`config.mk`:
```
export PLATFORM = sky130hd
export DESIGN_NAME = regfile_access_arbiter
export DESIGN_NICKNAME = d
export VERILOG_FILES = /design/src/rtl/regfile_access_arbiter.sv
export SDC_FILE = /design/constraint.sdc
export NUM_CORES = 1
export LEC_CHECK = 0
export CORE_AREA = 2 2 130 132
export CTS_CLUSTER_SIZE = 16
export DETAILED_ROUTE_END_ITERATION = 6
export DIE_AREA = 0 0 132 134
export GPL_TIMING_DRIVEN = 0
export PLACE_DENSITY = 0.84
export SLEW_MARGIN = 10
export SYNTH_ARGS = -nofsm -noshare
export SYNTH_HDL_FRONTEND = slang
export SYNTH_SLANG_ARGS = --single-unit
```
`constraint.sdc`:
```
create_clock -name sysclk -period 2.3 [get_ports sysclk]
set_input_delay 0.23 -clock sysclk [delete_from_list [all_inputs] [get_ports sysclk]]
set_output_delay 0.23 -clock sysclk [all_outputs]
set_load 0.01 [all_outputs]
```
`src/rtl/regfile_access_arbiter.sv`:
```
// regfile_access_arbiter: round-robin arbiter of two masters onto internal regfile or timed external window
module regfile_access_arbiter #(
  parameter int AW = 11,
  parameter int DW = 32,
  parameter logic [AW-1:0] EXT_BASE = 11'h400,
  parameter int EXT_SIZE_LOG2 = 10,
  parameter int TIMEOUT = 255
) (
  input  logic                     sysclk,
  input  logic                     sysrst_n,
  input  logic                     m0_req,
  input  logic                     m0_we,
  input  logic [AW-1:0]            m0_addr,
  input  logic [DW-1:0]            m0_wdata,
  input  logic [DW/8-1:0]          m0_be,
  output logic                     m0_ack,
  output logic [DW-1:0]            m0_rdata,
  output logic                     m0_err,
  input  logic                     m1_req,
  input  logic                     m1_we,
  input  logic [AW-1:0]            m1_addr,
  input  logic [DW-1:0]            m1_wdata,
  input  logic [DW/8-1:0]          m1_be,
  output logic                     m1_ack,
  output logic [DW-1:0]            m1_rdata,
  output logic                     m1_err,
  output logic                     reg_wr,
  output logic                     reg_rd,
  output logic [AW-1:0]            reg_addr,
  output logic [DW-1:0]            reg_wdata,
  output logic [DW/8-1:0]          reg_be,
  input  logic [DW-1:0]            reg_rdata,
  output logic                     ext_req,
  output logic                     ext_we,
  output logic [EXT_SIZE_LOG2-1:0] ext_addr,
  output logic [DW-1:0]            ext_wdata,
  output logic [DW/8-1:0]          ext_be,
  input  logic                     ext_ack,
  input  logic [DW-1:0]            ext_rdata
);
  typedef enum logic [2:0] {S_IDLE, S_INT, S_INT_RSP, S_EXT, S_RSP} state_t;
  state_t            state_q, state_d;
  logic              gnt_q, gnt_d;
  logic              we_q, we_d;
  logic [AW-1:0]     addr_q, addr_d;
  logic [DW-1:0]     wdata_q, wdata_d;
  logic [DW/8-1:0]   be_q, be_d;
  logic [DW-1:0]     rdata_q, rdata_d;
  logic              err_q, err_d;
  logic [15:0]       cnt_q, cnt_d;
  logic              rsp;
  logic [DW-1:0]     rsp_data;
  logic              rsp_err;
  always_ff @(posedge sysclk or negedge sysrst_n) begin
    if (!sysrst_n) begin
      state_q <= S_IDLE;
      gnt_q   <= 1'b1;
      we_q    <= 1'b0;
      addr_q  <= '0;
      wdata_q <= '0;
      be_q    <= '0;
      rdata_q <= '0;
      err_q   <= 1'b0;
      cnt_q   <= '0;
    end else begin
      state_q <= state_d;
      gnt_q   <= gnt_d;
      we_q    <= we_d;
      addr_q  <= addr_d;
      wdata_q <= wdata_d;
      be_q    <= be_d;
      rdata_q <= rdata_d;
      err_q   <= err_d;
      cnt_q   <= cnt_d;
    end
  end
  always_comb begin
    state_d = state_q;
    gnt_d   = gnt_q;
    we_d    = we_q;
    addr_d  = addr_q;
    wdata_d = wdata_q;
    be_d    = be_q;
    rdata_d = rdata_q;
    err_d   = err_q;
    cnt_d   = '0;
    case (state_q)
      S_IDLE: if (m0_req | m1_req) begin
        gnt_d   = (m0_req & m1_req) ? ~gnt_q : m1_req;
        we_d    = gnt_d ? m1_we : m0_we;
        addr_d  = gnt_d ? m1_addr : m0_addr;
        wdata_d = gnt_d ? m1_wdata : m0_wdata;
        be_d    = gnt_d ? m1_be : m0_be;
        state_d = (addr_d[AW-1:EXT_SIZE_LOG2] == EXT_BASE[AW-1:EXT_SIZE_LOG2]) ? S_EXT : S_INT;
      end
      S_INT: state_d = S_INT_RSP;
      S_INT_RSP, S_RSP: state_d = S_IDLE;
      S_EXT: if (ext_ack) begin
        rdata_d = we_q ? '0 : ext_rdata;
        err_d   = 1'b0;
        state_d = S_RSP;
      end else if (cnt_q == 16'(TIMEOUT - 1)) begin
        rdata_d = '0;
        err_d   = 1'b1;
        state_d = S_RSP;
      end else begin
        cnt_d = cnt_q + 16'd1;
      end
      default: state_d = S_IDLE;
    endcase
  end
  always_comb begin
    reg_wr    = (state_q == S_INT) & we_q;
    reg_rd    = (state_q == S_INT) & ~we_q;
    reg_addr  = addr_q;
    reg_wdata = wdata_q;
    reg_be    = be_q;
    ext_req   = state_q == S_EXT;
    ext_we    = we_q;
    ext_addr  = addr_q[EXT_SIZE_LOG2-1:0];
    ext_wdata = wdata_q;
    ext_be    = be_q;
    rsp       = (state_q == S_INT_RSP) | (state_q == S_RSP);
    rsp_data  = (state_q == S_INT_RSP) ? (we_q ? '0 : reg_rdata) : rdata_q;
    rsp_err   = (state_q == S_RSP) & err_q;
    m0_ack    = rsp & ~gnt_q;
    m1_ack    = rsp & gnt_q;
    m0_rdata  = m0_ack ? rsp_data : '0;
    m1_rdata  = m1_ack ? rsp_data : '0;
    m0_err    = m0_ack & rsp_err;
    m1_err    = m1_ack & rsp_err;
  end
endmodule

```
==> impl_metrics.tcl <==
set metrics [dict create \
    status "finished, violations left" \
    violations "setup timing" \
    numCtsBuffers 9 \
    rsz0062_at_grt "true" \
    synthCells 662 \
    dieArea_um2 17700 \
    synth_top_area_share_pct 41.7 \
    die_h_um 134 \
    synth_nets 829 \
    ys_types 41 \
    power_density_nw_per_um2 1220 \
    globalRouteOverflowTotal 0 \
    cp_max_fo 10 \
    grt_usage_pct 23.5 \
    nFillCells 1386 \
    drt_iter0_markers 316 \
    crit_type "reg2out" \
    slowest_delay_ps 440 \
    ctsLongestPathBuffers 2 \
    nets 1185 \
    first_pass_iters 4 \
    irDropWorstVdd_mv 0.921 \
    avgSynthCellArea_um2 9.06 \
    crit_path_cell_trace "or3b_4 > buf_8 > buf_6 > nor3b_2 > a21oi_2 > nor2_1 > buf_2" \
    io_pins 330 \
    grt_max_degree 53 \
    final_core_util_pct 61.1 \
    fp.coreArea_um2 16300 \
    total_power_mw 12.1 \
    fin_crit_sh_pct 101 \
    worst_clock_skew_ps 9.01 \
    worstMarginPinSlew_ps 536 \
    instances_no_fill 1243 \
    cap_viol_max_count 0 \
    antenna_found_initial 0 \
    rr_endpoint "ext_be[0]$_DFFE_PN0P_" \
    wl_per_cell_um 17.2 \
    grt_pass1_vias 6343 \
    maxSlewViolCount 0 \
    cts.htree.levels 3 \
    critical_path.top_delay_family "simple AND/OR/NAND/NOR gates" \
    power.leakage_nw 4.36 \
    insertion_delay_ps 350 \
    synthArstFlopShare_pct 100 \
    dpl_cell_area_um2 9600 \
    postLayoutCellArea_um2 9960 \
    gp_congestion 0.844 \
    r2r_cells 6 \
    setup_slack_ps -13.4 \
    synth_top_cell_by_area "dfrtp_1" \
    slowest_stage "dfrtp_2" \
    start_kind "register" \
    placedCellCount 1212 \
    synth_seq_cells 101 \
    cts_sinks 101 \
    reg2reg_slack_ps 230 \
    finalSetupViolCount 2 \
    port_buffers 329 \
    start_util_pct 36.8 \
    hold_class "in2async" \
    diodes 0 \
    fmax_mhz 432 \
    dpl.hpwl_mm 16.2 \
    die_width_um 132 \
    required_ps 2070 \
    finalCriticalPeriod_ps 2310 \
    synth_edf_count 0 \
    rr_startpoint "state_q[2]$_DFFE_PN0P_" \
    holdWs_ps 434 \
    clkSlewWorstSetupHoldPaths_ps 70 \
    vias 6195 \
    arrival_ps 2080 \
    ys_top_cells_by_area "dfrtp_1, nor2_1, mux2i_1, a21oi_1, nor3b_2" \
    finalHoldViolCount 0 \
    yosysSeqAreaShare_pct 42.1 \
    relSlewSlack_pct 64.3 \
    grt_pass1_wl_mm 33.2 \
    critPathBufInv 3 \
    clock-root-buffer "clkbuf_16" \
    tritoncts "yes" \
    drc 0 \
    viasPerCell 4.98 \
    drt_wl_total_mm 21.4 \
    row_count 47 \
    drtAntennaViolNets 0 \
    yosysWarningCount 0 \
    area_growth_syn_to_layout_pct 65.9 \
    drive_above_1_share_pct 23.0 \
    netlist_area_um2 6000 \
    crit_path_end_kind "output port" \
    synth_ff_type "dfrtp_1" \
]
-- placed cells by master (no fill, tap or decap), types with 3 or more instances in the layout --
cell type / instances
buf_12: 3
clkdlybuf4s50_1: 258
a21oi_1: 66
nand2b_1: 33
xnor2_1: 10
clkbuf_1: 18
dfrtp_1: 99
nand4_1: 6
nor3_1: 5
inv_1: 9
mux2i_1: 48
nor2_1: 133
buf_4: 63
nor3b_4: 8
nand2_1: 7
buf_6: 4
o21ai_1: 5
a21oi_2: 16
nand3_1: 5
clkbuf_2: 7
buf_2: 78
nor3b_2: 24
o21ai_0: 28
dlymetal6s2s_1: 4
clkbuf_16: 10
a22oi_1: 32
xor2_1: 3
-- report_power, final --
part	leakage, nW	switching [mW]	internal (mW)	total, mW
sequential	1.12	0.685	2.50	3.19
clock	0.137	0.672	0.800	1.47
combinational	3.10	3.56	3.89	7.45
-- sequential cells by signal (all words and copies together) (netlist names) --
signal,flops
ext_be,4
cnt_q,16
rdata_q,32
ext_we,1
gnt_q,1
state_q,3
reg_addr,11
ext_wdata,32
err_q,1
-- timing repair --
| item | CTS | global route |
|---|---|---|
| setup endpoints to repair | 69 | 69 |
| hold buffers | 1 | 0 |
| resized for setup | 300 | 27 |
| cloned | 1 | 1 |
| pin swaps | 11 | 27 |
| buffers inserted | 10 | 3 |
| endpoints found under the hold margin | 51 | 0 |
-- cell usage after synthesis (6+ instances only) --
master,instances
nor2_1,133
dfrtp_1,100
a21oi_1,84
buf_4,48
mux2i_1,48
nand2b_1,34
a22oi_1,32
nor3b_2,29
o21ai_0,28
clkbuf_1,21
buf_2,16
xnor2_1,10
inv_1,9
nand2_1,9
nand4_1,6
-- stage by stage --
| step | TNS [ps] | setup WS [ps] |
|---|---|---|
| 3_5_place_dp | -10200 | -260 |
| 4_1_cts | -186 | -77.1 |
| 5_1_grt | -3450 | -101 |
| 3_3_place_gp | -311890 | -3050 |
| 6_report | -20.4 | -13.4 |
| 2_1_floorplan | 0 | 525 |
-- area by class of cell --
cell class | instances | area, µm² | area share (%)
Timing Repair Buffer | 346 | 3170 | 31.8
Multi-Input combinational cell | 458 | 3040 | 30.5
Sequential cell | 101 | 2530 | 25.4
Buffer | 93 | 629 | 6.32
Tap cell | 220 | 275 | 2.76
Clock buffer | 14 | 264 | 2.65
Inverter | 9 | 33.8 | 0.339
Clock inverter | 2 | 17.5 | 0.176
-- worst max path at each step --
stage                                      start                        end  slack (ps)  cells after the start
after global routing      state_q[1]$_DFFE_PN0P_               m0_rdata[28]        -100                      8
after CTS                 state_q[1]$_DFFE_PN0P_                     m1_ack         -80                      7
after global placement                  sysrst_n  ext_wdata[24]$_DFFE_PN0P_       -3050                      1
final                     state_q[2]$_DFFE_PN0P_                m1_rdata[9]         -10                      7
after detailed placement  state_q[1]$_DFFE_PN0P_               m1_rdata[17]        -260                      7
after floorplan           state_q[0]$_DFFE_PN0P_               m0_rdata[10]         520                      7
-- kinds of logic after synthesis --
family	count (synthesis)	share of synthesized area [%]
buffers and inverters	103	10.3
xor gates and xnor gates	13	1.90
and+or+nand+nor	239	22.5
DFF	101	42.1
adders and majority gates	2	0.417
AOI/OAI and AO/OA	156	14.7
muxes	48	8.01
-- per-layer routing --
layer | GRT usage [%] | routed length [µm] | vias up
li1 | - | - | 2943
met1 | 28.5 | 8760 | 2979
met2 | 39.6 | 10500 | 217
met3 | 4.99 | 1250 | 56
met4 | 12.1 | 875 | 0
met5 | 0 | 0 | -
No activity file was read; power rests on OpenSTA's default activity.
